<file path="src/rtl/nam85_exec_core.sv">
// nam85 execution core: halt clock gate, 8-bit ALU and T0..T4 microcoded control.
// Ports: clk/rst, ir_opcode, bus_in in; clk_out, A/flags, bus control word out.
module nam85_exec_core (
  input  logic       clk,
  input  logic       rst,
  input  logic [7:0] ir_opcode,
  input  logic [7:0] bus_in,
  output logic       clk_out,
  output logic [7:0] alu_out,
  output logic [7:0] alu_flags_out,
  output logic       alu_out_en,
  output logic       alu_flags_out_en,
  output logic       reg_out_en,
  output logic       reg_write_en,
  output logic [4:0] reg_read_sel,
  output logic [4:0] reg_write_sel,
  output logic [1:0] reg_ext_op,
  output logic       mem_out_en,
  output logic       mem_write_en,
  output logic       mem_mar_write_en,
  output logic       ir_write_en,
  output logic       output_alu,
  output logic       hlt
);

  typedef enum logic [2:0] {
    T0 = 3'd0,
    T1 = 3'd1,
    T2 = 3'd2,
    T3 = 3'd3,
    T4 = 3'd4
  } stage_t;

  localparam logic [4:0] SEL_PC = 5'd8;

  stage_t     stage;
  logic [7:0] a;
  logic [7:0] tmp;
  logic [7:0] act;
  logic [7:0] flags;
  logic       halted;

  assign clk_out       = clk & ~halted;
  assign alu_out       = a;
  assign alu_flags_out = flags;

  logic [2:0] d;
  logic [2:0] s;
  assign d = ir_opcode[5:3];
  assign s = ir_opcode[2:0];

  logic is_hlt, is_mov, is_mvi, is_alur, is_alui;
  logic is_inc, is_dec, is_ida, is_idr, is_cma, is_out;

  assign is_hlt  = ir_opcode == 8'h76;
  assign is_mov  = ir_opcode[7:6] == 2'b01 && d != 3'd6 && s != 3'd6;
  assign is_mvi  = ir_opcode[7:6] == 2'b00 && s == 3'd6 && d != 3'd6;
  assign is_alur = ir_opcode[7:6] == 2'b10 && s != 3'd6;
  assign is_alui = ir_opcode[7:6] == 2'b11 && s == 3'd6;
  assign is_inc  = ir_opcode[7:6] == 2'b00 && s == 3'd4 && d != 3'd6;
  assign is_dec  = ir_opcode[7:6] == 2'b00 && s == 3'd5 && d != 3'd6;
  assign is_ida  = (is_inc | is_dec) && d == 3'd7;
  assign is_idr  = (is_inc | is_dec) && d != 3'd7;
  assign is_cma  = ir_opcode == 8'h2F;
  assign is_out  = ir_opcode == 8'hD3;

  logic last;
  always_comb begin
    last = 1'b0;
    case (stage)
      T2:      last = !(is_mvi | is_alur | is_alui | is_idr);
      T3:      last = is_mvi | is_alur;
      T4:      last = 1'b1;
      default: last = 1'b0;
    endcase
  end

  // INR/DCR: carry is kept, AC is the nibble carry/borrow
  logic [7:0] id_res;
  logic       id_ac;
  logic [7:0] id_flags;
  always_comb begin
    id_res   = is_dec ? a - 8'd1 : a + 8'd1;
    id_ac    = is_dec ? (a[3:0] == 4'h0) : (a[3:0] == 4'hF);
    id_flags = {id_res[7], id_res == 8'd0, 1'b0, id_ac,
                1'b0, ~^id_res, 1'b0, flags[0]};
  end

  logic [8:0] sum;
  logic [4:0] nib;
  logic [7:0] alu_res;
  logic [7:0] alu_flags;
  logic       cin;
  logic       ncy;
  logic       nac;
  always_comb begin
    sum     = 9'd0;
    nib     = 5'd0;
    alu_res = 8'd0;
    ncy     = 1'b0;
    nac     = 1'b0;
    cin     = flags[0] & (d == 3'd1 || d == 3'd3);
    unique case (d)
      3'd0, 3'd1: begin
        sum     = {1'b0, a} + {1'b0, tmp} + {8'd0, cin};
        nib     = {1'b0, a[3:0]} + {1'b0, tmp[3:0]} + {4'd0, cin};
        alu_res = sum[7:0];
        ncy     = sum[8];
        nac     = nib[4];
      end
      3'd2, 3'd3, 3'd7: begin
        // bit 8 / bit 4 of the wrapped difference is the borrow
        sum     = {1'b0, a} - {1'b0, tmp} - {8'd0, cin};
        nib     = {1'b0, a[3:0]} - {1'b0, tmp[3:0]} - {4'd0, cin};
        alu_res = sum[7:0];
        ncy     = sum[8];
        nac     = nib[4];
      end
      3'd4: begin
        alu_res = a & tmp;
        nac     = 1'b1;
      end
      3'd5: alu_res = a ^ tmp;
      3'd6: alu_res = a | tmp;
    endcase
    alu_flags = {alu_res[7], alu_res == 8'd0, 1'b0, nac,
                 1'b0, ~^alu_res, 1'b0, ncy};
  end

  always_comb begin
    alu_out_en       = 1'b0;
    alu_flags_out_en = 1'b0;
    reg_out_en       = 1'b0;
    reg_write_en     = 1'b0;
    reg_read_sel     = 5'd0;
    reg_write_sel    = 5'd0;
    reg_ext_op       = 2'b00;
    mem_out_en       = 1'b0;
    mem_write_en     = 1'b0;
    mem_mar_write_en = 1'b0;
    ir_write_en      = 1'b0;
    output_alu       = 1'b0;
    hlt              = 1'b0;
    case (stage)
      T0: begin
        reg_read_sel     = SEL_PC;
        reg_out_en       = 1'b1;
        mem_mar_write_en = 1'b1;
      end
      T1: begin
        mem_out_en    = 1'b1;
        ir_write_en   = 1'b1;
        reg_write_sel = SEL_PC;
        reg_ext_op    = 2'b01;
      end
      T2: begin
        unique case (1'b1)
          is_mov, is_alur: begin
            if (s == 3'd7) begin
              alu_out_en = 1'b1;
            end else begin
              reg_read_sel = {2'b00, s};
              reg_out_en   = 1'b1;
            end
            if (is_mov && d != 3'd7) begin
              reg_write_sel = {2'b00, d};
              reg_write_en  = 1'b1;
            end
          end
          is_hlt: hlt = 1'b1;
          is_mvi, is_alui: begin
            reg_read_sel     = SEL_PC;
            reg_out_en       = 1'b1;
            mem_mar_write_en = 1'b1;
          end
          is_idr: begin
            reg_read_sel = {2'b00, d};
            reg_out_en   = 1'b1;
          end
          is_out: begin
            output_alu    = 1'b1;
            reg_write_sel = SEL_PC;
            reg_ext_op    = 2'b01;
          end
          default: ;
        endcase
      end
      T3: begin
        unique case (1'b1)
          is_mvi: begin
            mem_out_en = 1'b1;
            reg_ext_op = 2'b01;
            // the data write and the PC step share this step
            if (d != 3'd7) begin
              reg_write_sel = {2'b00, d};
              reg_write_en  = 1'b1;
            end else begin
              reg_write_sel = SEL_PC;
            end
          end
          is_alui: begin
            mem_out_en    = 1'b1;
            reg_write_sel = SEL_PC;
            reg_ext_op    = 2'b01;
          end
          default: ;
        endcase
      end
      T4: begin
        if (is_idr) begin
          alu_out_en    = 1'b1;
          reg_write_sel = {2'b00, d};
          reg_write_en  = 1'b1;
        end
      end
      default: ;
    endcase
  end

  always_ff @(posedge clk) begin
    if (!rst) begin
      stage  <= T0;
      a      <= 8'd0;
      tmp    <= 8'd0;
      act    <= 8'd0;
      flags  <= 8'd0;
      halted <= 1'b0;
    end else if (!halted) begin
      stage <= last ? T0 : stage_t'(stage + 3'd1);
      case (stage)
        T2: begin
          if (is_hlt) halted <= 1'b1;
          if (is_mov && d == 3'd7) a <= bus_in;
          if (is_alur) tmp <= bus_in;
          if (is_ida) begin
            a     <= id_res;
            flags <= id_flags;
          end
          if (is_idr) begin
            act <= a;
            a   <= bus_in;
          end
          if (is_cma) a <= ~a;
        end
        T3: begin
          if (is_mvi && d == 3'd7) a <= bus_in;
          if (is_alur) begin
            if (d != 3'd7) a <= alu_res;
            flags <= alu_flags;
          end
          if (is_alui) tmp <= bus_in;
          if (is_idr) begin
            a     <= id_res;
            flags <= id_flags;
          end
        end
        T4: begin
          if (is_alui) begin
            if (d != 3'd7) a <= alu_res;
            flags <= alu_flags;
          end
          // bus carries the stepped value this cycle; A is restored
          if (is_idr) a <= act;
        end
        default: ;
      endcase
    end
  end

endmodule

</file>
<file path="config.mk">
export PLATFORM = sky130hd
export DESIGN_NAME = nam85_exec_core
export DESIGN_NICKNAME = d
export VERILOG_FILES = /design/src/rtl/nam85_exec_core.sv
export SDC_FILE = /design/constraint.sdc
export NUM_CORES = 1
export LEC_CHECK = 0
export ABC_CLOCK_PERIOD_IN_PS = 4100
export BUFFER_PORTS_ARGS = -buffer_cell sky130_fd_sc_hd__buf_2
export CORE_MARGIN = 2
export CORE_UTILIZATION = 30
export CTS_BUF_LIST = sky130_fd_sc_hd__clkbuf_4
export DETAILED_ROUTE_END_ITERATION = 6
export GPL_ROUTABILITY_DRIVEN = 1
export REMOVE_ABC_BUFFERS = 1
export SETUP_SLACK_MARGIN = 0.15
export SYNTH_ARGS = -nofsm -noshare
export SYNTH_HDL_FRONTEND = slang
export SYNTH_SLANG_ARGS = --single-unit
</file>
<file path="constraint.sdc">
create_clock -name clk -period 4.1 [get_ports clk]
set_input_delay 0.205 -clock clk [delete_from_list [all_inputs] [get_ports clk]]
set_output_delay 0.205 -clock clk [all_outputs]
set_load 0.005 [all_outputs]
</file>
# Word level (Yosys, flattened, before mapping)

Cells that the tools add are included.

Bitwise logic cells: 12
Eq/ne operators: 35
Reductions and logical operators: 38
$add $sub $neg: 11
Muxes and demuxes: 60

Operators by type and width:

| kind                                                             | number |
|---|---|
| 8-bit 2-to-1 mux                                                 | 18 |
| 8-bit one-hot mux with 3 select lines                            | 2 |
| 8-bit one-hot mux with 5 select lines                            | 1 |
| 3-bit == test (second input constant)                            | 9 |
| 4-bit one-hot mux with 2 select lines                            | 3 |
| 1-bit 2-to-1 mux                                                 | 18 |
| 3-bit inequality test (second input constant)                    | 6 |
| 8-bit logical NOT                                                | 2 |
| 4-bit one-hot mux with 4 select lines                            | 1 |
| 8-bit one-hot mux with 2 select lines                            | 1 |
| 8-bit XNOR reduction                                             | 2 |
| 1-bit logical AND                                                | 15 |
| 3-bit by 2-bit == test with 1-bit output (second input constant) | 4 |
| 3-bit 2-to-1 mux                                                 | 4 |
| 2-bit inequality test (second input constant)                    | 6 |
| 1-bit one-hot mux with 2 select lines                            | 6 |
| 1-bit one-hot mux with 3 select lines                            | 4 |
| 4-bit one-hot mux with 3 select lines                            | 1 |
| 5-bit AND reduction                                              | 2 |
| 8-bit by 8-bit adder with 9-bit output                           | 1 |
| 9-bit by 1-bit adder with 9-bit output                           | 1 |
| 8-bit by 8-bit subtractor with 9-bit output                      | 1 |
| 9-bit by 1-bit subtractor with 9-bit output                      | 1 |
| 8-bit by 1-bit adder with 8-bit output (second input constant)   | 1 |
| 34 further kinds                                                 | 46 |

Input bits: 18
Bits in registers: 36

# Logic depth before layout (Yosys ltp)

Depth in word-level cells: 9
Gate-level depth with buffers: 19
Depth with buffers taken out: 17

==> impl_metrics.ini <==
[drt]
viasPerCell = 5.70
dr.pass1.iters = 7
vias = 4733
drtIter0Drc = 433
finalWirelength_mm = 15.3
drt-wirelength-per-cell_um = 18.4
ant_nets = 0
drc = 0

[logic_synthesis]
synth_ff_type = dfxtp_1
ys_async_sr_fraction_pct = 0
synth-edff-count = 0
avgSynthCellArea_um2 = 7.32
synthAdderAreaFrac_pct = 15.8
synthMuxAreaShare_pct = 4.89
ys_seq_area_share_pct = 14.9
synth_cell_types = 75
synth_top_family_by_area = compound AO/OA/AOI/OAI gates
syn_area_mm2 = 0.00443
synth-simple-area-share_pct = 24.3
ys_seq_elements = 33
synth_xor_area_share_pct = 4.27
syn_inst = 605
yosys_warnings = 0
synth_compound_area_share_pct = 26.6

[critical_path]
cpMostUsedCell = ha_1
startpoint_type = flip-flop
crit_required_ps = 4480
worstPathArrival_ps = 4080
endpoint_kind = flip-flop
slowest_delay_ps = 410
worstPathCellList = inv_1, ha_1, ha_1, o211ai_1, a311oi_2, nor3_1, o32ai_1, ha_1, xor2_1, xnor2_1, or3b_1, and2_0, o221ai_1
worst-path-max-fanout = 7
worstSetupPathType = flip-flop to flip-flop
path_buf_inv = 1
cp_slowest_cell = dfxtp_2
crit_family = adder cells

[global_route]
grt_overflow = 0
grt_usage_pct = 19.0
grt_max_degree = 29
antenna_found_initial = 1
first_global_vias = 4319
grt_pass1_wl_mm = 23.8

[placement]
port_buffers = 48
post-dp-hpwl_mm = 11.7
place_ws_ps = 282
place.gp.congestion = 0.980

[die]
initial_core_util_pct = 30.6
die_h_um = 125
die_x_um = 125
coreArea_mm2 = 0.0145
rows = 44
die-area_mm2 = 0.0157
num_io_pins = 57

[job]
maxCapViolCount = 0

[clock_tree]
insertion_delay_ps = 480
cts_tree = built
path_clk_slew_ps = 120
post_cts_buffers = 0

[power]
switchingPower_uw = 658
clkPwrFrac_pct = 17.4
power.density_mw_per_mm2 = 298
leakage_uw = 0.00199
sequentialPowerShare_pct = 26.6
combPwrFrac_pct = 55.9
internal-power_uw = 803
peakVddDrop_v = 0.0000877
switching_share_pct = 45.0

[timing]
slew_viol_final = 0
worst_pin_slew_ps = 927
fin_crit_sh_pct = 90.3
rsz0062_at_grt = no
worst_slack_ps = 396
fin_skew_ps = 17.8
fin_crit_ps = 3700
finalSetupViolCount = 0
setup_tns_ps = 0
fmax_ghz = 0.270
hold_violations = 0
relSlewSlack_pct = 37.8

[cells_and_area]
fillers = 1606
nNetsFinal = 715
layout-drive-gt1-share_pct = 15.3
syn_to_final_growth_pct = 10.7

[status]
status = finished clean

[min_path]
hold_class = primary input to flip-flop
[metal layers]
| layer | wire length (µm) | GRT usage [%] | vias to the layer above |
|---|---|---|---|
| li1 | - | - | 2249 |
| met1 | 6870 | 26.2 | 2235 |
| met2 | 6910 | 30.2 | 224 |
| met3 | 1250 | 3.47 | 25 |
| met4 | 278 | 5.49 | 0 |
| met5 | 0 | 0 | - |
[area by class of cell]
class / instances / area [µm²] / share of cell area (%)
tap: 184 / 230 / 4.70
clock inverter: 2 / 10.0 / 0.204
multi-input combinational: 494 / 3410 / 69.6
clock buffer: 10 / 72.6 / 1.48
inverter: 44 / 165 / 3.37
antenna: 1 / 2.50 / 0.0511
sequential: 33 / 662 / 13.5
timing repair buffer: 62 / 348 / 7.10
[state kept, by name, summed over array words and instances, names as in the netlist]
register,flops
act,8
alu_out,8
tmp,8
alu_flags_out,5
stage,3
halted,1
[path summary, 6_finish.rpt]
path	startpoint	endpoint	slack (ps)	depth (start not counted)
setup reg to reg	alu_out[3]	alu_flags_out[2]	400	13
hold reg to reg	act[0]	act[0]	500	2
setup / recovery	alu_out[3]	alu_flags_out[2]	400	13
hold / removal	bus_in[0]	tmp[0]	30	3
[cell usage after synthesis, types with 12 or more instances]
library cell	number	area, µm²
nor2_1	76	285
nand2_1	54	203
a21oi_1	52	260
ha_1	48	601
inv_1	43	161
dfxtp_1	33	661
o21ai_0	28	140
nand3_1	20	100
mux2i_1	16	160
buf_2	15	75.1
nor3_1	13	65.1
xnor2_1	12	105
[cells in the final DEF, fill, tap and decap left out, types with 5 or more instances in the layout]
| cell type | Yosys | layout |
|---|---|---|
| nor2_1 | 76 | 76 |
| nand2_1 | 54 | 54 |
| a21oi_1 | 52 | 52 |
| ha_1 | 48 | 48 |
| buf_2 | 15 | 48 |
| inv_1 | 43 | 43 |
| dfxtp_1 | 33 | 32 |
| o21ai_0 | 28 | 28 |
| nand3_1 | 20 | 20 |
| mux2i_1 | 16 | 16 |
| buf_4 | 11 | 15 |
| nor3_1 | 13 | 13 |
| xnor2_1 | 12 | 12 |
| clkbuf_4 | 0 | 9 |
| nand2b_1 | 8 | 8 |
| a31oi_1 | 8 | 8 |
| conb_1 | 1 | 8 |
| xor2_1 | 7 | 7 |
| o32ai_1 | 8 | 7 |
| a221oi_1 | 7 | 7 |
| nand3b_1 | 6 | 6 |
| o211ai_1 | 6 | 6 |
| nor2b_1 | 7 | 6 |
| a211oi_1 | 6 | 6 |
| a22oi_1 | 6 | 6 |
| mux2_2 | 5 | 5 |
| o221ai_1 | 5 | 5 |
| or3_1 | 5 | 5 |
| fa_1 | 5 | 5 |
[through the flow]
| step | hold WS, ps | util (%) | power (µW) | std cells | instance area (µm²) |
|---|---|---|---|---|---|
| final | 25.2 | 33.8 | 1460 | 830 | 4900 |
| after global routing | 36.8 | 33.8 | 1570 | 830 | 4900 |
| after CTS | 23.1 | 33.7 | 1450 | 829 | 4880 |
| after detailed placement | 401 | 33.2 | 1210 | 818 | 4800 |
| after global placement | 401 | 33.2 | 1200 | 818 | 4800 |
| after floorplan | 336 | - | 942 | 571 | 4220 |
[power groups by stage]
stage | combinational [µW] | sequential, µW | clock (µW)
floorplan | 536 | 397 | 8.92
global placement | 791 | 396 | 16.8
detailed placement | 795 | 396 | 16.8
CTS | 799 | 389 | 259
global route | 905 | 394 | 276
finish | 817 | 389 | 255
[cell families (layout without fill, tap and decap cells)]
group / after synthesis / after routing
AO/OA/AOI/OAI: 172 / 172
XOR/XNOR: 20 / 20
adder cells (fa/ha/maj): 53 / 53
buffers and inverters: 85 / 118
flip-flops: 33 / 33
multiplexers: 21 / 21
other: 1 / 9
AND/OR/NAND/NOR: 220 / 220
[worst reg2reg max path, delay by kind of cell, from the launching register on]
kind,cells,cell delay (ps)
XOR/XNOR,2,310
adder cells (fa/ha/maj),3,1100
buffers and inverters,1,120
AND/OR/NAND/NOR,3,640
AO/OA/AOI/OAI,4,1020
flip-flops,1,410
[repair_timing]
item | CTS | global route
resized for setup | 0 | 4
endpoints found under the setup margin | 0 | 1
hold buffers | 0 | 0
Note: power is estimated with default switching activity, not from simulation.
